`config.mk`:
```
export PLATFORM = sky130hd
export DESIGN_NAME = mem_access_stage
export DESIGN_NICKNAME = d
export VERILOG_FILES = /design/src/rtl/mem_stage_pkg.sv /design/src/rtl/mem_timeout_ctr.sv /design/src/rtl/mem_access_stage.sv
export SDC_FILE = /design/constraint.sdc
export NUM_CORES = 1
export LEC_CHECK = 0
export ABC_AREA = 1
export CAP_MARGIN = 20
export CORE_MARGIN = 10
export CORE_UTILIZATION = 38
export CTS_CLUSTER_DIAMETER = 60
export DETAILED_ROUTE_END_ITERATION = 8
export GPL_ROUTABILITY_DRIVEN = 0
export GPL_TIMING_DRIVEN = 0
export PLACE_DENSITY = 0.76
export SETUP_SLACK_MARGIN = 0.15
export SLEW_MARGIN = 30
export SYNTH_ARGS = -nofsm -noshare
export SYNTH_HDL_FRONTEND = slang
export SYNTH_SLANG_ARGS = --single-unit
```
`constraint.sdc`:
```
create_clock -name clk_i -period 1.6 [get_ports clk_i]
set_input_delay 0.32 -clock clk_i [delete_from_list [all_inputs] [get_ports clk_i]]
set_output_delay 0.32 -clock clk_i [all_outputs]
set_load 0.005 [all_outputs]
```
`src/rtl/mem_stage_pkg.sv`:
```
// Shared types and defaults for the MEM-stage access controller.
package mem_stage_pkg;

  typedef enum logic [1:0] {
    ST_IDLE = 2'd0,
    ST_BUSY = 2'd1,
    ST_DONE = 2'd2
  } state_e;

  localparam int TIMEOUT_CYC_DEF = 16;
  localparam int CNT_W_DEF       = $clog2(TIMEOUT_CYC_DEF);

endpackage

```
`src/rtl/mem_timeout_ctr.sv`:
```
// Counts BUSY cycles without an acknowledge; expired_o flags the last allowed cycle.
module mem_timeout_ctr
  import mem_stage_pkg::*;
#(
  parameter int TIMEOUT_CYC = TIMEOUT_CYC_DEF,
  parameter int CNT_W       = CNT_W_DEF
) (
  input  logic clk_i,
  input  logic rst_n_i,
  input  logic clear_i,
  input  logic enable_i,
  output logic expired_o
);

  localparam logic [CNT_W-1:0] CNT_MAX = CNT_W'(TIMEOUT_CYC - 32'sd1);
  localparam logic [CNT_W-1:0] CNT_ONE = CNT_W'(32'd1);

  logic [CNT_W-1:0] cnt_r;

  // Cycle counter: clear dominates, saturates at the expiry value
  always_ff @(posedge clk_i) begin
    if (!rst_n_i) begin
      cnt_r <= {CNT_W{1'b0}};
    end else if (clear_i) begin
      cnt_r <= {CNT_W{1'b0}};
    end else if (enable_i && !expired_o) begin
      cnt_r <= cnt_r + CNT_ONE;
    end else begin
      cnt_r <= cnt_r;
    end
  end

  assign expired_o = (cnt_r == CNT_MAX);

endmodule

```
`src/rtl/mem_access_stage.sv`:
```
// MEM-stage controller: runs loads/stores over a req/ack memory port, stalls the
// front of the pipe while busy and passes non-memory instructions straight through.
module mem_access_stage
  import mem_stage_pkg::*;
#(
  parameter int DATA_W      = 32,
  parameter int REG_AW      = 5,
  parameter int TIMEOUT_CYC = TIMEOUT_CYC_DEF
) (
  input  logic              clk_i,
  input  logic              rst_n_i,
  input  logic              ex_valid_i,
  input  logic              RegWrite_i,
  input  logic              MemtoReg_i,
  input  logic              MemRead_i,
  input  logic              MemWrite_i,
  input  logic [DATA_W-1:0] Result_i,
  input  logic [DATA_W-1:0] WData_i,
  input  logic [REG_AW-1:0] RD_i,
  output logic              stall_o,
  output logic              mem_req_o,
  output logic              mem_we_o,
  output logic [DATA_W-1:0] mem_addr_o,
  output logic [DATA_W-1:0] mem_wdata_o,
  input  logic              mem_ack_i,
  input  logic [DATA_W-1:0] mem_rdata_i,
  output logic              wb_valid_o,
  output logic              RegWrite_o,
  output logic              MemtoReg_o,
  output logic [DATA_W-1:0] Result_o,
  output logic [DATA_W-1:0] Data_o,
  output logic [REG_AW-1:0] RD_o,
  output logic              misalign_o,
  output logic              bus_err_o
);

  localparam int CNT_W = $clog2(TIMEOUT_CYC);

  state_e state_r;
  state_e state_n_s;

  logic              mem_op_s;
  logic              misaligned_s;
  logic              latch_s;
  logic              expired_s;
  logic              ctr_clear_s;
  logic              ctr_en_s;

  logic              regwrite_r;
  logic              memtoreg_r;
  logic              memread_r;
  logic              memwrite_r;
  logic [DATA_W-1:0] addr_r;
  logic [DATA_W-1:0] wdata_r;
  logic [DATA_W-1:0] rdata_r;
  logic [REG_AW-1:0] rd_r;

  assign mem_op_s     = ex_valid_i & (MemRead_i | MemWrite_i);
  assign misaligned_s = mem_op_s & (Result_i[1:0] != 2'b00);
  assign latch_s      = (state_r == ST_IDLE) & mem_op_s & ~misaligned_s;
  assign ctr_clear_s  = (state_r != ST_BUSY);
  assign ctr_en_s     = (state_r == ST_BUSY) & ~mem_ack_i;

  mem_timeout_ctr #(
    .TIMEOUT_CYC (TIMEOUT_CYC),
    .CNT_W       (CNT_W)
  ) u_timeout (
    .clk_i     (clk_i),
    .rst_n_i   (rst_n_i),
    .clear_i   (ctr_clear_s),
    .enable_i  (ctr_en_s),
    .expired_o (expired_s)
  );

  // FSM state register
  always_ff @(posedge clk_i) begin
    if (!rst_n_i) begin
      state_r <= ST_IDLE;
    end else begin
      state_r <= state_n_s;
    end
  end

  // Latched instruction and returned load data; a timeout cancels the writeback
  always_ff @(posedge clk_i) begin
    if (!rst_n_i) begin
      regwrite_r <= 1'b0;
      memtoreg_r <= 1'b0;
      memread_r  <= 1'b0;
      memwrite_r <= 1'b0;
      addr_r     <= {DATA_W{1'b0}};
      wdata_r    <= {DATA_W{1'b0}};
      rdata_r    <= {DATA_W{1'b0}};
      rd_r       <= {REG_AW{1'b0}};
    end else if (latch_s) begin
      regwrite_r <= RegWrite_i;
      memtoreg_r <= MemtoReg_i;
      memread_r  <= MemRead_i;
      memwrite_r <= MemWrite_i;
      addr_r     <= Result_i;
      wdata_r    <= WData_i;
      rdata_r    <= {DATA_W{1'b0}};
      rd_r       <= RD_i;
    end else if (state_r == ST_BUSY) begin
      if (mem_ack_i) begin
        if (memread_r) begin
          rdata_r <= mem_rdata_i;
        end
      end else if (expired_s) begin
        regwrite_r <= 1'b0;
      end
    end
  end

  // Next state and all outputs; everything is held at zero while in reset
  always_comb begin
    state_n_s   = state_r;
    stall_o     = 1'b0;
    mem_req_o   = 1'b0;
    mem_we_o    = 1'b0;
    mem_addr_o  = {DATA_W{1'b0}};
    mem_wdata_o = {DATA_W{1'b0}};
    wb_valid_o  = 1'b0;
    RegWrite_o  = 1'b0;
    MemtoReg_o  = 1'b0;
    Result_o    = {DATA_W{1'b0}};
    Data_o      = {DATA_W{1'b0}};
    RD_o        = {REG_AW{1'b0}};
    misalign_o  = 1'b0;
    bus_err_o   = 1'b0;
    if (!rst_n_i) begin
      state_n_s = ST_IDLE;
    end else begin
      case (state_r)
        ST_IDLE: begin
          if (latch_s) begin
            state_n_s = ST_BUSY;
            stall_o   = 1'b1;
          end else begin
            state_n_s  = ST_IDLE;
            wb_valid_o = ex_valid_i;
            RegWrite_o = RegWrite_i & ~misaligned_s;
            MemtoReg_o = MemtoReg_i;
            Result_o   = Result_i;
            RD_o       = RD_i;
            misalign_o = misaligned_s;
          end
        end
        ST_BUSY: begin
          stall_o     = 1'b1;
          mem_req_o   = 1'b1;
          mem_we_o    = memwrite_r;
          mem_addr_o  = addr_r;
          mem_wdata_o = wdata_r;
          // An ack in the expiry cycle still completes the access cleanly
          if (mem_ack_i) begin
            state_n_s = ST_DONE;
          end else if (expired_s) begin
            state_n_s = ST_DONE;
            bus_err_o = 1'b1;
          end else begin
            state_n_s = ST_BUSY;
          end
        end
        ST_DONE: begin
          state_n_s  = ST_IDLE;
          wb_valid_o = 1'b1;
          RegWrite_o = regwrite_r;
          MemtoReg_o = memtoreg_r;
          Result_o   = addr_r;
          Data_o     = rdata_r;
          RD_o       = rd_r;
        end
        default: begin
          state_n_s = ST_IDLE;
        end
      endcase
    end
  end

endmodule

```
=== Word-level counts from Yosys, hierarchy flattened ===
Index checks and enable logic that the tools add are counted.

* Output and inout port bits: 141
* Bits in registers: 111
* Logic and storage cells: 79
* Bits of input ports: 109

* Bitwise logic cells: 10
* Reduce and logical (&&, ||, !) cells: 10
* Equal/unequal tests: 5
* Add/sub/neg operators: 1
* Multiplexer cells: 43

{| class="wikitable"
|+ Operators by type and width
! kind !! count
|-
| 2-to-1 mux 32 bit || 8
|-
| one-hot mux 32 bit (2 select lines) || 1
|-
| 2-to-1 mux 1 bit || 24
|-
| 2-to-1 mux 5 bit || 2
|-
| one-hot mux 5 bit (2 select lines) || 1
|-
| one-hot mux 1 bit (2 select lines) || 4
|-
| bitwise AND 1 bit || 6
|-
| AND reduction 3 bit || 2
|-
| nonzero test 2 bit || 3
|-
| adder 4 x 1 -> 4 bit, second input constant || 1
|-
| equality test 4 bit, second input constant || 1
|-
| 2-to-1 mux 2 bit || 2
|-
| != test 2 x 1 -> 1 bit, second input constant || 2
|-
| one-hot mux 2 bit (2 select lines) || 1
|-
| OR reduction 2 bit || 2
|-
| NOT 1 bit || 3
|-
| equality test 2 x 1 -> 1 bit, second input constant || 1
|-
| equality test 2 bit, second input constant || 1
|-
| logical NOT 2 bit || 1
|-
| logical AND 1 bit || 1
|-
| logical NOT 1 bit || 1
|-
| bitwise OR 1 bit || 1
|}

=== Longest topological paths before layout ===
* Depth after elaboration: 8
* Gate-level depth with buffers: 9
* Depth with buffers taken out: 7

=== Modules after synthesis ===
Synthesis repeated with hierarchy kept, for this count alone.

* Cells, all modules: 745
* Area, all modules: 5064.9 µm²

{| class="wikitable"
|+ Modules (own cells, without submodules)
! module !! area an instance (µm²) !! cells each !! seq. area each (µm²) !! times used
|-
| mem_access_stage || 4860.9 || 715 || 2142.1 || 1
|-
| mem_timeout_ctr || 203.9 || 30 || 80.1 || 1
|}

=== Worst setup path after synthesis ===
OpenSTA, ideal clock, no wires.

* Path kind: input -> output
* Start point: in rst_n_i
* End point: out mem_addr_o[10]
* Path slack: 0.034 ns
* Data required time: 1.280 ns
* Data arrival time: 1.246 ns
* Path buffers: 3
* Stages on the path: 7
* Cell sequence: buf_2 -> inv_1 -> buf_2 -> nor2_2 -> inv_1 -> clkbuf_1 -> nor2_1

* Longest elaborated chain between the ends: 1

{| class="wikitable"
|+ Ends and longest elaborated chain
! item !! line !! source
|-
| from (decl) || mem_access_stage.sv:11 || <nowiki>input logic rst_n_i,</nowiki>
|-
| 2-to-1 mux 32 bit || mem_access_stage.sv:131 || <nowiki>if (!rst_n_i) begin</nowiki>
|-
| to (decl) || mem_access_stage.sv:23 || <nowiki>output logic [DATA_W-1:0] mem_addr_o,</nowiki>
|}

No other way between the ends.

=== Final worst setup path ===
* Start point: reg state_r[0]
* End point: out Result_o[4]

* Longest elaborated chain between the ends: 6

{| class="wikitable"
|+ Ends and longest elaborated chain
! item !! line !! source
|-
| from (decl) || mem_access_stage.sv:39 || <nowiki>state_e state_r;</nowiki>
|-
| from (signal assigned) || mem_access_stage.sv:80 || <nowiki>state_r <= state_n_s;</nowiki>
|-
| logical NOT 2 bit || mem_access_stage.sv:60, mem_access_stage.sv:134 ||
|-
| bitwise AND 1 bit (2 in a row) || mem_access_stage.sv:60 || <nowiki>assign latch_s = (state_r == ST_IDLE) & mem_op_s & ~misaligned_s;</nowiki>
|-
| 2-to-1 mux 32 bit || mem_access_stage.sv:136 || <nowiki>if (latch_s) begin</nowiki>
|-
| one-hot mux 32 bit (2 select lines) (*) || mem_access_stage.sv:134 || <nowiki>case (state_r)</nowiki>
|-
| 2-to-1 mux 32 bit (*) || mem_access_stage.sv:131 ||
|-
| to (decl) || mem_access_stage.sv:30 || <nowiki>output logic [DATA_W-1:0] Result_o,</nowiki>
|}

Every way passes the cells marked *; elsewhere a longest branch is shown, timed or not.

==> results.tsv <==
metric	value	unit
run status	finished, violations left	
failing checks	negative setup slack	
FFs w/ async S/R, synth	0	%
Seq pwr share	44.5	%
CTS Sinks	111	
WP data required	1.28	ns
worst min path class	in2reg	
core area	14400	um^2
post-placement cell area	8340	um^2
Reg area	2230	um^2
clock latency on the worst-skew pair	0.35	ns
area fraction of the dominant cell type after synthesis	39.9	%
area leader, netlist	dfxtp_1	
Post-synth top cells	nor2_1 (286), nand2_1 (236), inv_1 (141), dfxtp_1 (111), o21ai_0 (35)	
nets@finish	1389	
Synth Instances	933	
FF-to-FF End	rdata_r[9]	
prevailing post-synth register cell	dfxtp_1	
Initial Util	38.6	%
via/cell ratio	4.75	
fmax	508	MHz
first-pass iteration count of the detailed router	4	
fin cells	1468	
io pins	250	
die area	19900	um^2
Worst IR Drop VDD	0.000418	V
drt first-iter violations	304	
Syn Nets	1043	
initial antenna violation count	0	
R2R Path Start	state_r[0]	
Pleak	5.01	nW
Finished Cell Area	10700	um^2
first-pass GRT wire length	33.5	mm
RSZ-0062 raised after global routing	yes	
drt wl/cell	16.7	um
Routed WL	24.6	mm
r2r setup slk	-0.21	ns
hold_sp	rst_n_i	
Max transition margin	56.8	%
port bufs	248	
Avg Cell Area, Syn	5.97	um^2
Final Hold Fails	0	
final hold slack	0.386	ns
grt ovf	0	
largest cells by area after synthesis	dfxtp_1 (40%), nor2_1 (19%), nand2_1 (16%)	
cells on worst reg2reg path	10	
layout cells sized above 1	40.0	%
clock power share	35.3	%
total CTS buffers	9	
pwr dens	611	nW/um^2
worst hold stages	3	
P_int	0.00480	W
number of diodes	0	
max_cap viols	0	
combinational share of power	20.2	%
worst-path fanout max	7	
Clock Tree Buf Depth	2	
CP endpoint kind	primary output	
multi-input logic area	3540	um^2
post-layout util	74.1	%
Area Overhead vs Synth	91.7	%
remaining antenna violation count	0	
CP arrival	1.65	ns
largest net degree at the start of global routing	17	
vias in the first global route	6182	
Worst Setup Start Kind	flop	
NetSw	0.00173	W
Seq cells post-synth	111	
die span in x	141	um
placed cells	1365	
CTS tree	yes	
Final min period	1.97	ns
# fillers	1121	
row count	44	
Period Utilization, post-route	123	%
post-synth cell types	21	
CP Class	reg2out	
final worst slack	-0.369	ns
Final Max Slew Viols	0	
CTS H-tree lvls	3	
Final setup violation count	238	
clk_skew	0.00521	ns
setup TNS	-44.92	ns
CTS Root Cell	clkbuf_16	
Cell Area, Synth	5570	um^2
most common cell in the synthesized netlist	nor2_1	
DIE HEIGHT	141	um
Post-synth EDFFs	0	
GRT Overall Usage	20.6	%
DP HPWL	15.5	mm
Clk pin slew, worst setup/hold paths	0.07	ns
synth warn	0	
vias	6975	
switching power share of the total	26.5	%
sequential share of the synthesized area	39.9	%
worst-margin pin slew	0.648	ns
hold_buf cts	0	
DR DRC count	0	
Hold Path End	rdata_r[28]	
cell usage in the layout, fill, tap and decap left out, types with 3 or more instances in the layout:
cell | netlist | routed
a21oi_1 | 12 | 6
a21oi_2 | 0 | 6
buf_1 | 10 | 6
buf_12 | 0 | 8
buf_16 | 0 | 4
buf_2 | 12 | 118
buf_4 | 13 | 32
buf_6 | 0 | 37
buf_8 | 0 | 24
clkbuf_1 | 19 | 4
clkbuf_16 | 0 | 32
clkbuf_4 | 0 | 3
clkbuf_8 | 0 | 5
clkdlybuf4s15_2 | 0 | 19
clkdlybuf4s50_1 | 0 | 101
clkinv_2 | 0 | 3
dfxtp_1 | 111 | 107
dlygate4sd2_1 | 0 | 5
inv_1 | 141 | 137
inv_4 | 0 | 3
nand2_1 | 236 | 148
nand2_2 | 1 | 74
nand2_4 | 0 | 14
nand3_1 | 15 | 13
nand3_4 | 1 | 4
nor2_1 | 286 | 230
nor2_2 | 2 | 31
nor2_4 | 2 | 29
o21ai_1 | 7 | 9
o21ai_2 | 0 | 31
o22ai_2 | 0 | 21
o22ai_4 | 0 | 5
how the worst max path moves through the flow:
stage,start,cells past startpoint,end
3_3_place_gp,Result_i[0],7,Result_o[5]
2_1_floorplan,rst_n_i,7,mem_addr_o[10]
5_1_grt,state_r[0],6,Result_o[4]
3_5_place_dp,MemRead_i,8,Result_o[5]
6_report,state_r[0],6,Result_o[4]
4_1_cts,state_r[1],7,Result_o[5]
critical path: stages, from the launching register on:
cell and delay, ns:
dfxtp_4 0.39, nor2_4 0.16, nand2_4 0.13, buf_6 0.16, clkbuf_16 0.15, o22ai_4 0.14
buf_2 0.15
cell type report:
| cell class | instances | area share (%) |
|---|---|---|
| Inverter | 142 | 5.06 |
| Clock buffer | 12 | 2.31 |
| Sequential cell | 111 | 20.9 |
| Timing Repair Buffer | 333 | 29.0 |
| Multi-Input combinational cell | 628 | 33.2 |
| Buffer | 54 | 7.00 |
| Clock inverter | 4 | 0.422 |
| Tap cell | 184 | 2.16 |
power groups by stage:
stage | logic (W) | registers (W) | clock network (W)
global placement | 0.000938 | 0.00295 | 0
CTS | 0.00109 | 0.00289 | 0.00231
global route | 0.00142 | 0.00291 | 0.00240
finish | 0.00132 | 0.00290 | 0.00230
floorplan | 0.000428 | 0.00295 | 0
detailed placement | 0.000947 | 0.00296 | 0
metal layers:
metal	global-route usage, %	share of wire (%)	up-vias
li1	-	-	3464
met1	24.5	39	3231
met4	6.20	2.7	0
met3	5.68	7.4	41
met2	35.0	51	239
met5	0	0	-
kinds of logic after synthesis:
group / share of synthesized area (%)
adder cells (fa/ha/maj): 0.225
buffers and inverters: 14.3
flip-flops: 39.9
AO/OA/AOI/OAI: 7.77
AND/OR/NAND/NOR: 37.8
state kept, by name, indices dropped and copies added (netlist names), 2 cells and up:
register         count
u_timeout.cnt_r      4
rd_r                 5
rdata_r             32
addr_r              32
wdata_r             32
state_r              2
repair_timing:
item / CTS / global route
pin swaps: 18 / 62
setup endpoints to repair: 244 / 244
resized for setup: 754 / 260
gates cloned: 12 / 19
buffers inserted: 41 / 15
metrics by stage:
step           total power, W  setup WS [ns]
2_1_floorplan         0.00337          0.125
3_3_place_gp          0.00389          -1.01
3_5_place_dp          0.00390          -1.03
4_1_cts               0.00629         -0.349
5_1_grt               0.00673         -0.408
6_report              0.00653         -0.369
No activity file was read; power rests on OpenSTA's default activity.
